## src/rtl/mem_bus_arbiter.sv

```systemverilog
// Arbiter for the shared memory port: the I-cache and D-cache each move whole
// line bursts. The D-cache wins contention until the I-cache has waited STARVE_MAX grants.
module mem_bus_arbiter #(
  parameter int ADDR_W     = 64,
  parameter int DATA_W     = 64,
  parameter int BEATS      = 4,
  parameter int STARVE_MAX = 4
) (
  input  logic              clk,
  input  logic              rst,
  input  logic              icache_req_i,
  input  logic [ADDR_W-1:0] icache_addr_i,
  output logic              icache_gnt_o,
  output logic [DATA_W-1:0] icache_rdata_o,
  output logic              icache_rvalid_o,
  output logic              icache_done_o,
  input  logic              dcache_req_i,
  input  logic              dcache_we_i,
  input  logic [ADDR_W-1:0] dcache_addr_i,
  input  logic [DATA_W-1:0] dcache_wdata_i,
  output logic              dcache_gnt_o,
  output logic [DATA_W-1:0] dcache_rdata_o,
  output logic              dcache_rvalid_o,
  output logic              dcache_wready_o,
  output logic              dcache_done_o,
  output logic              mem_req_o,
  output logic              mem_we_o,
  output logic [ADDR_W-1:0] mem_addr_o,
  output logic [DATA_W-1:0] mem_wdata_o,
  input  logic              mem_ack_i,
  input  logic [DATA_W-1:0] mem_rdata_i,
  output logic              busy_o
);

  localparam int BYTES    = DATA_W / 8;
  localparam int BYTE_SH  = $clog2(BYTES);
  localparam int OFF_W    = $clog2(BEATS * BYTES);
  localparam int BEAT_W   = (BEATS > 1) ? $clog2(BEATS) : 1;
  localparam int STARVE_W = $clog2(STARVE_MAX + 1);

  localparam logic [1:0] S_IDLE  = 2'd0;
  localparam logic [1:0] S_BURST = 2'd1;
  localparam logic [1:0] S_DONE  = 2'd2;

  localparam logic [BEAT_W-1:0]   LAST_BEAT  = BEAT_W'(BEATS - 1);
  localparam logic [STARVE_W-1:0] STARVE_LIM = STARVE_W'(STARVE_MAX);
  localparam logic [ADDR_W-1:0]   BASE_MASK  = {ADDR_W{1'b1}} << OFF_W;

  logic [1:0]          state_q, state_d;
  logic                owner_q, owner_d;   // 1 = D-cache owns the burst
  logic                we_q, we_d;
  logic [ADDR_W-1:0]   base_q, base_d;
  logic [BEAT_W-1:0]   beat_q, beat_d;
  logic [STARVE_W-1:0] starve_q, starve_d;
  logic                gnt_q, gnt_d;

  logic                pick_d_s;
  logic                in_burst_s;
  logic                in_done_s;
  logic                rd_beat_s;
  logic [ADDR_W-1:0]   beat_off_s;

  assign pick_d_s = dcache_req_i & (~icache_req_i | (starve_q != STARVE_LIM));

  always_comb begin
    state_d  = state_q;
    owner_d  = owner_q;
    we_d     = we_q;
    base_d   = base_q;
    beat_d   = beat_q;
    starve_d = starve_q;
    gnt_d    = 1'b0;
    case (state_q)
      S_IDLE: begin
        if (icache_req_i || dcache_req_i) begin
          state_d = S_BURST;
          owner_d = pick_d_s;
          we_d    = pick_d_s & dcache_we_i;
          base_d  = (pick_d_s ? dcache_addr_i : icache_addr_i) & BASE_MASK;
          beat_d  = {BEAT_W{1'b0}};
          gnt_d   = 1'b1;
          // Only a D grant that actually overtakes a waiting I request counts.
          if (!pick_d_s) begin
            starve_d = {STARVE_W{1'b0}};
          end else if (icache_req_i && (starve_q != STARVE_LIM)) begin
            starve_d = starve_q + STARVE_W'(1);
          end else begin
            starve_d = starve_q;
          end
        end else begin
          state_d = S_IDLE;
        end
      end
      S_BURST: begin
        if (mem_ack_i) begin
          beat_d  = beat_q + BEAT_W'(1);
          state_d = (beat_q == LAST_BEAT) ? S_DONE : S_BURST;
        end else begin
          state_d = S_BURST;
        end
      end
      S_DONE:  state_d = S_IDLE;
      default: state_d = S_IDLE;
    endcase
  end

  always_ff @(posedge clk) begin
    if (!rst) begin
      state_q  <= S_IDLE;
      owner_q  <= 1'b0;
      we_q     <= 1'b0;
      base_q   <= {ADDR_W{1'b0}};
      beat_q   <= {BEAT_W{1'b0}};
      starve_q <= {STARVE_W{1'b0}};
      gnt_q    <= 1'b0;
    end else begin
      state_q  <= state_d;
      owner_q  <= owner_d;
      we_q     <= we_d;
      base_q   <= base_d;
      beat_q   <= beat_d;
      starve_q <= starve_d;
      gnt_q    <= gnt_d;
    end
  end

  assign in_burst_s = (state_q == S_BURST);
  assign in_done_s  = (state_q == S_DONE);
  assign rd_beat_s  = in_burst_s & mem_ack_i & ~we_q;
  assign beat_off_s = ADDR_W'(beat_q) << BYTE_SH;

  assign mem_req_o   = in_burst_s;
  assign mem_we_o    = in_burst_s & we_q;
  assign mem_addr_o  = in_burst_s ? (base_q + beat_off_s) : {ADDR_W{1'b0}};
  assign mem_wdata_o = in_burst_s ? dcache_wdata_i : {DATA_W{1'b0}};

  assign icache_gnt_o    = gnt_q & ~owner_q;
  assign icache_rvalid_o = rd_beat_s & ~owner_q;
  assign icache_rdata_o  = icache_rvalid_o ? mem_rdata_i : {DATA_W{1'b0}};
  assign icache_done_o   = in_done_s & ~owner_q;

  assign dcache_gnt_o    = gnt_q & owner_q;
  assign dcache_rvalid_o = rd_beat_s & owner_q;
  assign dcache_rdata_o  = dcache_rvalid_o ? mem_rdata_i : {DATA_W{1'b0}};
  assign dcache_wready_o = in_burst_s & mem_ack_i & we_q & owner_q;
  assign dcache_done_o   = in_done_s & owner_q;

  assign busy_o = (state_q != S_IDLE);

endmodule
```

## config.mk

```make
export PLATFORM = sky130hd
export DESIGN_NAME = mem_bus_arbiter
export DESIGN_NICKNAME = d
export VERILOG_FILES = /design/src/rtl/mem_bus_arbiter.sv
export SDC_FILE = /design/constraint.sdc
export NUM_CORES = 1
export LEC_CHECK = 0
export CELL_PAD_IN_SITES_DETAIL_PLACEMENT = 1
export CELL_PAD_IN_SITES_GLOBAL_PLACEMENT = 2
export CORE_AREA = 2 2 207 209
export CTS_BUF_LIST = sky130_fd_sc_hd__clkbuf_8 sky130_fd_sc_hd__clkbuf_16
export DETAILED_ROUTE_END_ITERATION = 6
export DIE_AREA = 0 0 209 211
export PLACE_DENSITY = 0.83
export SYNTH_ARGS = -nofsm -noshare
export SYNTH_HDL_FRONTEND = slang
export SYNTH_SLANG_ARGS = --single-unit
```

## constraint.sdc

```tcl
create_clock -name clk -period 4.42 [get_ports clk]
set_input_delay 0.663 -clock clk [delete_from_list [all_inputs] [get_ports clk]]
set_output_delay 0.663 -clock clk [all_outputs]
set_load 0.05 [all_outputs]
```

# [Yosys cells after proc, flatten, opt, wreduce, memory -nomap -nowiden]
# Index checks and enable logic that the tools add are counted.
# W data, S select, Z words.
[totals] regBits=69
[classes] eq_ne=7 n_addsub=3 n_mux=15 n_reduce_logical=9 bitwise=17
[op_table] cell="$mux W64" count=5
[op_table] cell="$add A64 B5 Y64" count=1
[op_table] cell="$and A1 B1 Y1" count=13
[op_table] cell="$mux W2" count=4
[op_table] cell="$pmux W2 S2" count=2
[op_table] cell="$mux W3" count=2
[op_table] cell="$reduce_and A3 Y1" count=2
[op_table] cell="$eq A2 B2 Y1 const B" count=2
[op_table] cell="$ne A2 B2 Y1 const B" count=2
[op_table] cell="$reduce_and A2 Y1" count=2
[op_table] cell="$reduce_bool A2 Y1" count=2
[op_table] cell="$add A3 B1 Y3 const B" count=1
[op_table] cell="$ne A3 B3 Y1 const B" count=1
[op_table] cell="$not A1 Y1" count=3
[op_table] cell="$add A2 B1 Y2 const B" count=1
[op_table] cell="$eq A2 B1 Y1 const B" count=1
[op_table] cell="$logic_not A2 Y1" count=1
[op_table] cell="$mux W1" count=2
[op_table] cell="$ne A2 B1 Y1 const B" count=1
[op_table] cell="$logic_and A1 B1 Y1" count=1
[op_table] cell="$logic_or A1 B1 Y1" count=1
[op_table] cell="$or A1 B1 Y1" count=1

# [Longest topological paths before layout]
# Gate-level depths: netlist (run 1).
[depth] word_depth=5 depth_mapped=7 mapped_depth_nobuf=5

# [Worst setup path after synthesis (run 1)]
# OpenSTA, ideal clock, no wires.
[synth_path] path_kind="input port to output port" start="input port mem_ack_i" end="output port icache_rdata_o[54]" path_slack_ps=1709 n_path_buf=1 stages=4 arrival_ps=2048 path_cell_list="nand3b_2 nor3_2 clkbuf_1 and2_1"
[synth_via] elab_chain_cells=4
[synth_lines] element="from (decl)" line_no="30" rtl="input logic mem_ack_i,"
[synth_lines] element="$and A1 B1 Y1 (2 in series)" line_no="129" rtl="assign rd_beat_s = in_burst_s & mem_ack_i & ~we_q;"
[synth_lines] element="$and A1 B1 Y1" line_no="138" rtl="assign icache_rvalid_o = rd_beat_s & ~owner_q;"
[synth_lines] element="via icache_rvalid_o" line_no="15" rtl="output logic icache_rvalid_o,"
[synth_lines] element="$mux W64" line_no="139" rtl="assign icache_rdata_o = icache_rvalid_o ? mem_rdata_i : {DATA_W{1'b0}};"
[synth_lines] element="to (decl)" line_no="14" rtl="output logic [DATA_W-1:0] icache_rdata_o,"
# The timed path passes the listed nets, and every way through them passes these cells.

# [Final worst setup path (run 1)]
[layout_path] start="input port mem_ack_i" end="output port icache_rdata_o[56]"
[layout_via] elab_chain_cells=4
[layout_lines] element="$and A1 B1 Y1 (2 in series)" line_no="129"
[layout_lines] element="$and A1 B1 Y1" line_no="138"
[layout_lines] element="$mux W64" line_no="139"
# Every way passes these cells.

==> results.py, run 1 <==
metrics = {
    "placement": {
        "place_area_um2": 11100,
        "gp_congestion": 0.806,
        "io_buffers": 514,
        "numPlacedInstances": 1678,
        "dpl.hpwl_mm": 27.1,
    },
    "floorplanning": {
        "coreArea_um2": 41800,
        "initial_core_util_pct": 13.3,
        "die_h_um": 211,
        "dieArea_um2": 44100,
        "die_w_um": 209,
        "fp-row-count": 75,
        "io_pins": 528,
    },
    "route": {
        "drtIter0Drc": 292,
        "wl_per_cell_um": 20.4,
        "first_pass_iters": 4,
        "vias_per_cell": 4.09,
        "route.met2.wl_mm": 17.4,
        "wl_met3_mm": 1.97,
        "post-route-drc-count": 0,
        "routed_wl_mm": 34.6,
        "drt-met1-wl_mm": 14.5,
        "dr.max_layer_used": "met5",
        "vias": 6942,
        "postRouteAntennaNets": 0,
    },
    "clock_tree": {
        "h-tree-depth": 3,
        "cts.sinks": 69,
        "clkTransAtPathRegs_ns": 0.06,
        "cts_inserted_buffers": 9,
        "cts-resized-gates": 0,
        "clock_path_buffers": 2,
        "clk_latency_ns": 0.36,
        "cts_root_buf": "clkbuf_16",
        "cts_tree": "built",
        "post_cts_buffers": 0,
        "holdBufCountCts": 0,
    },
    "setup_path": {
        "cp-start-kind": "input port",
        "cpMostUsedCell": "clkdlybuf4s50_1",
        "path_class": "input port to output port",
        "critPathTopFamily": "buffers and inverters",
        "crit_chain": "clkdlybuf4s50_1 -> nand3b_2 -> nor3_4 -> buf_4 -> and2_1 -> clkdlybuf4s50_1",
        "crit_required_ns": 3.76,
        "slowest_delay_ns": 0.86,
        "slowest_stage": "clkdlybuf4s50_1",
        "crit_arrival_ns": 3.14,
        "end_kind": "output port",
        "worstPathMaxFanout": 65,
        "path_buf_inv": 3,
    },
    "synth": {
        "syn_area_per_cell_um2": 7.99,
        "syn_area_um2": 5540,
        "ys_warn_count": 0,
        "ys_types": 35,
        "synth-seq-cells": 69,
        "syn_inst": 694,
        "ys_seq_area_share_pct": 24.9,
    },
    "timing": {
        "slew_headroom_pct": 40.3,
        "skew_ns": 0.0108,
        "finalCritPeriodShare_pct": 86.1,
        "max_freq_mhz": 263,
        "finalSetupViolations": 0,
        "finalCriticalPeriod_ns": 3.81,
        "rsz0062_at_grt": "false",
        "max_slew.worst_pin.slew_ns": 0.895,
        "finalSetupTns_ns": 0,
        "finalHoldViolations": 0,
        "final_max_slew_viol_count": 0,
    },
    "power": {
        "finalPower_mw": 2.71,
        "vdd_drop_max_mv": 0.201,
        "p_leak_nw": 4.52,
        "power_density_nw_per_um2": 238,
    },
    "final_layout": {
        "final_nets": 1415,
        "regArea_um2": 1380,
        "post-route-util_pct": 27.3,
        "fin_cells": 1698,
        "final_cell_area_um2": 11400,
        "fillCellCount": 4940,
        "syn_to_final_growth_pct": 105,
        "multi_input_area_um2": 3790,
        "drive_above_1_share_pct": 6.06,
    },
    "global_route": {
        "grtUsageTotal_pct": 15.1,
        "grt_overflow": 0,
        "grt_pass1_wl_mm": 49.2,
        "antenna_found_initial": 8,
        "grt_start_max_net_pins": 101,
        "first_global_vias": 7068,
    },
    "status": {
        "status": "completed",
    },
    "run": {
        "cap_violations": 0,
    },
    "worst_hold_path": {
        "hold_path_class": "register to register",
    },
}
synth_stat cells (all sizes together):
cell type	instances	area share, %
and2	255	29
dfxtp	69	25
a21boi	59	8.0
and3	59	6.7
clkbuf	59	4.2
o21bai	59	8.0
o311a	59	11
buf	24	3.0
a21oi	8	0.72
nand2	6	0.41
nor2	5	0.43
nor3b	4	0.63
o21ai	4	0.43
ha	3	0.68
inv	3	0.20
nand3	3	0.36
nand4	3	0.34
nor2b	2	0.23
o211ai	2	0.27
and3b	1	0.16
clkinv	1	0.068
conb	1	0.068
nand3b	1	0.20
nand4b	1	0.16
nor3	1	0.18
or2	1	0.11
or3b	1	0.16
per-stage QoR:
step                      setup WS [ns]  hold slack, ns
final                             0.613           0.493
after floorplan                    1.71           0.453
after global placement            0.642           0.466
after global routing              0.498           0.503
after CTS                         0.611           0.494
after detailed placement          0.621           0.484
worst register-to-register path, stage by stage, from the launching register on:
cell	delay, ns
dfxtp_1	0.35
inv_1	0.07
ha_1	0.24
nand3_4	0.10
buf_4	0.50
a21boi_0	0.26
o311a_1	0.36
where the power goes:
part           internal (mW)  switching (mW)  total (mW)
combinational          0.518           0.666        1.18
sequential             0.681          0.0280       0.709
clock                  0.492           0.320       0.812
total                   1.69            1.01        2.71
sequential cells by signal, summed over array words and instances (netlist names):
signal / flops
base_q: 59
beat_q: 2
gnt_q: 1
owner_q: 1
starve_q: 3
state_q: 2
we_q: 1
area by class of cell:
class / count / area share, %
Timing Repair Buffer: 526 / 45.6
Multi-Input combinational cell: 540 / 33.3
Sequential cell: 69 / 12.1
Tap cell: 539 / 5.93
Clock buffer: 9 / 1.98
Clock inverter: 7 / 0.792
Inverter: 4 / 0.132
Antenna cell: 4 / 0.0880
cells in the final DEF, fill, tap and decap left out, drive strengths merged, types with 4 or more instances in the layout:
cell type / n
o21bai: 59
and3: 59
nor2: 5
a21boi: 59
o21ai: 4
nand2: 6
a21oi: 8
o311a: 59
inv: 5
buf: 44
clkdlybuf4s50: 482
clkbuf: 9
diode: 4
nor3b: 4
dfxtp: 69
and2: 255
worst paths after layout:
| kind | startpoint | to | slack, ns | cells past startpoint |
|---|---|---|---|---|
| worst max-delay path | mem_ack_i | icache_rdata_o[56] | 0.61 | 6 |
| worst min-delay path | starve_q[1] | starve_q[1] | 0.49 | 2 |
| worst max register to register | starve_q[0] | base_q[17] | 2.42 | 6 |
| worst min register to register | starve_q[1] | starve_q[1] | 0.49 | 2 |
logic make-up after synthesis:
| kind of cell | synth area share (%) |
|---|---|
| AOI/OAI and AO/OA | 28.1 |
| other | 0.0677 |
| DFF | 24.9 |
| and+or+nand+nor | 38.8 |
| adders and majority gates | 0.677 |
| buffers and inverters | 7.47 |
per-layer routing:
| layer | up-vias | global-route usage [%] |
|---|---|---|
| met1 | 3314 | 17.8 |
| li1 | 3314 | - |
| met4 | 6 | 4.16 |
| met2 | 272 | 26.8 |
| met3 | 36 | 3.94 |
| met5 | - | 0 |
(Power assumes the default switching activity.)
==> run 2, diff against run 1 <==
Clock period 4.42 ns to 3.7 ns, I/O delays scaled along.
==> run 2 against run 1 <==
Register-to-register slack got worse by 0.62 ns. Largest power group unchanged. Largest cell class unchanged. Final cell count unchanged. Critical endpoint is now mem_addr_o[63]. Clock-buffer cell count up 2. Worst hold slack better by 0.0036 ns. Combinational power is 28% higher. Final area up 12%. Via count up 1.1%. Clock power rose by 26%. Setup slack got worse by 0.15 ns. Routed wire length up 0.55%. Flip-flop and latch count unchanged.
==> results.py, run 2 (synthesized netlist as in run 1, its figures left out) <==
metrics = {
    "status": {
        "status": "completed",
    },
    "run": {
        "cap_violations": 0,
    },
    "setup_path": {
        "worstPathMaxFanout": 129,
        "path_class": "register to output port",
        "end_kind": "output port",
        "r2r_setup_slack_ns": 1.80,
        "crit_arrival_ns": 2.68,
        "crit_required_ns": 3.14,
        "path_buf_inv": 2,
        "slowest_stage": "clkdlybuf4s50_1",
        "cp-start-kind": "register",
        "crit_chain": "nor2b_4 -> buf_12 -> and2_1 -> clkdlybuf4s50_1",
        "slowest_delay_ns": 0.87,
        "critPathTopFamily": "buffers and inverters",
    },
    "power": {
        "p_leak_nw": 5.08,
        "power_density_nw_per_um2": 264,
        "finalPower_mw": 3.38,
        "vdd_drop_max_mv": 0.212,
    },
    "global_route": {
        "grt_pass1_wl_mm": 49.4,
        "grtUsageTotal_pct": 15.0,
        "first_global_vias": 7288,
        "antenna_found_initial": 8,
        "grt_overflow": 0,
        "grt_start_max_net_pins": 130,
    },
    "final_layout": {
        "reg_top3": "base_q: 59 flops, starve_q: 3 flops",
        "largest_reg_flops": 59,
        "fillCellCount": 4770,
        "mostFrequentLayoutCell": "clkdlybuf4s50_1",
        "fin_cells": 1698,
        "syn_to_final_growth_pct": 131,
        "layout_common_cells": "382 x clkdlybuf4s50_1, 255 x and2_1, 134 x buf_12, 69 x dfxtp_1",
        "drive_above_1_share_pct": 14.7,
        "top_register": "base_q",
        "final_nets": 1414,
    },
    "floorplanning": {
        "dieArea_um2": 44100,
        "initial_core_util_pct": 13.3,
        "die_h_um": 211,
        "die_w_um": 209,
        "fp-row-count": 75,
        "coreArea_um2": 41800,
        "io_pins": 528,
    },
    "route": {
        "first_pass_iters": 4,
        "vias": 7019,
        "wl_per_cell_um": 20.5,
        "post-route-drc-count": 0,
        "routed_wl_mm": 34.8,
        "vias_per_cell": 4.13,
        "drtIter0Drc": 275,
        "postRouteAntennaNets": 0,
    },
    "clock_tree": {
        "cts_inserted_buffers": 9,
        "cts_tree": "built",
        "post_cts_buffers": 0,
        "clkTransAtPathRegs_ns": 0.06,
        "cts.sinks": 69,
        "cts-resized-gates": 0,
        "h-tree-depth": 3,
        "clock_path_buffers": 2,
        "clk_latency_ns": 0.35,
        "cts_root_buf": "clkbuf_16",
        "holdBufCountCts": 0,
    },
    "placement": {
        "dpl.hpwl_mm": 27.4,
        "numPlacedInstances": 1677,
        "gp_congestion": 0.830,
        "io_buffers": 514,
    },
    "timing": {
        "finalHoldViolations": 0,
        "max_freq_mhz": 309,
        "max_slew.worst_pin.slew_ns": 0.870,
        "rsz0062_at_grt": "false",
        "finalCriticalPeriod_ns": 3.23,
        "slew_headroom_pct": 42.0,
        "finalCritPeriodShare_pct": 87.4,
        "finalSetupViolations": 0,
        "finalSetupTns_ns": 0,
        "skew_ns": 0.00971,
        "final_max_slew_viol_count": 0,
    },
    "worst_hold_path": {
        "hold_path_class": "register to register",
    },
}
-- run 2: routing by layer --
layer	share of wire (%)	track usage (%)	up-vias
li1	-	-	3318
met1	41	17.5	3388
met5	0.11	0	-
met4	1.4	3.55	6
met2	51	27.3	281
met3	5.8	3.95	26
-- run 2: stage by stage --
stage	utilization, %	cell area [um^2]	hold slack (ns)	setup WS, ns
finish	30.6	12800	0.497	0.465
global route	30.6	12800	0.530	0.322
CTS	30.6	12800	0.494	0.415
detailed placement	29.8	12400	0.482	0.711
global placement	29.8	12400	0.470	0.740
floorplan	-	5550	0.453	1.21
-- run 2: layout make-up --
| cell class | count | area (um^2) | share of cell area, % |
|---|---|---|---|
| tap | 539 | 674 | 5.28 |
| multi-input combinational | 540 | 3790 | 29.7 |
| sequential | 69 | 1380 | 10.8 |
| clock buffer | 11 | 253 | 1.98 |
| clock inverter | 5 | 81.3 | 0.636 |
| timing repair buffer | 525 | 6570 | 51.4 |
| antenna | 5 | 12.5 | 0.0979 |
| inverter | 4 | 15.0 | 0.117 |
-- run 2: worst paths after layout --
check	startpoint	end	depth (start not counted)
worst max register to register	state_q[1]	base_q[14]	5
worst min-delay path	starve_q[0]	starve_q[0]	2
worst max-delay path	state_q[0]	mem_addr_o[63]	4
worst min register to register	starve_q[0]	starve_q[0]	2
-- run 2: worst min-delay path: cells and delay by family, from the launching register on --
kind            cells  cell delay, ns
flops               1            0.32
simple gates        1            0.06
compound gates      1            0.06
-- run 2: where the power goes --
part	switching (mW)	total, mW	internal, mW
Combinational	0.817	1.51	0.698
Clock	0.386	1.02	0.630
Sequential	0.0322	0.846	0.813
Total	1.23	3.38	2.14
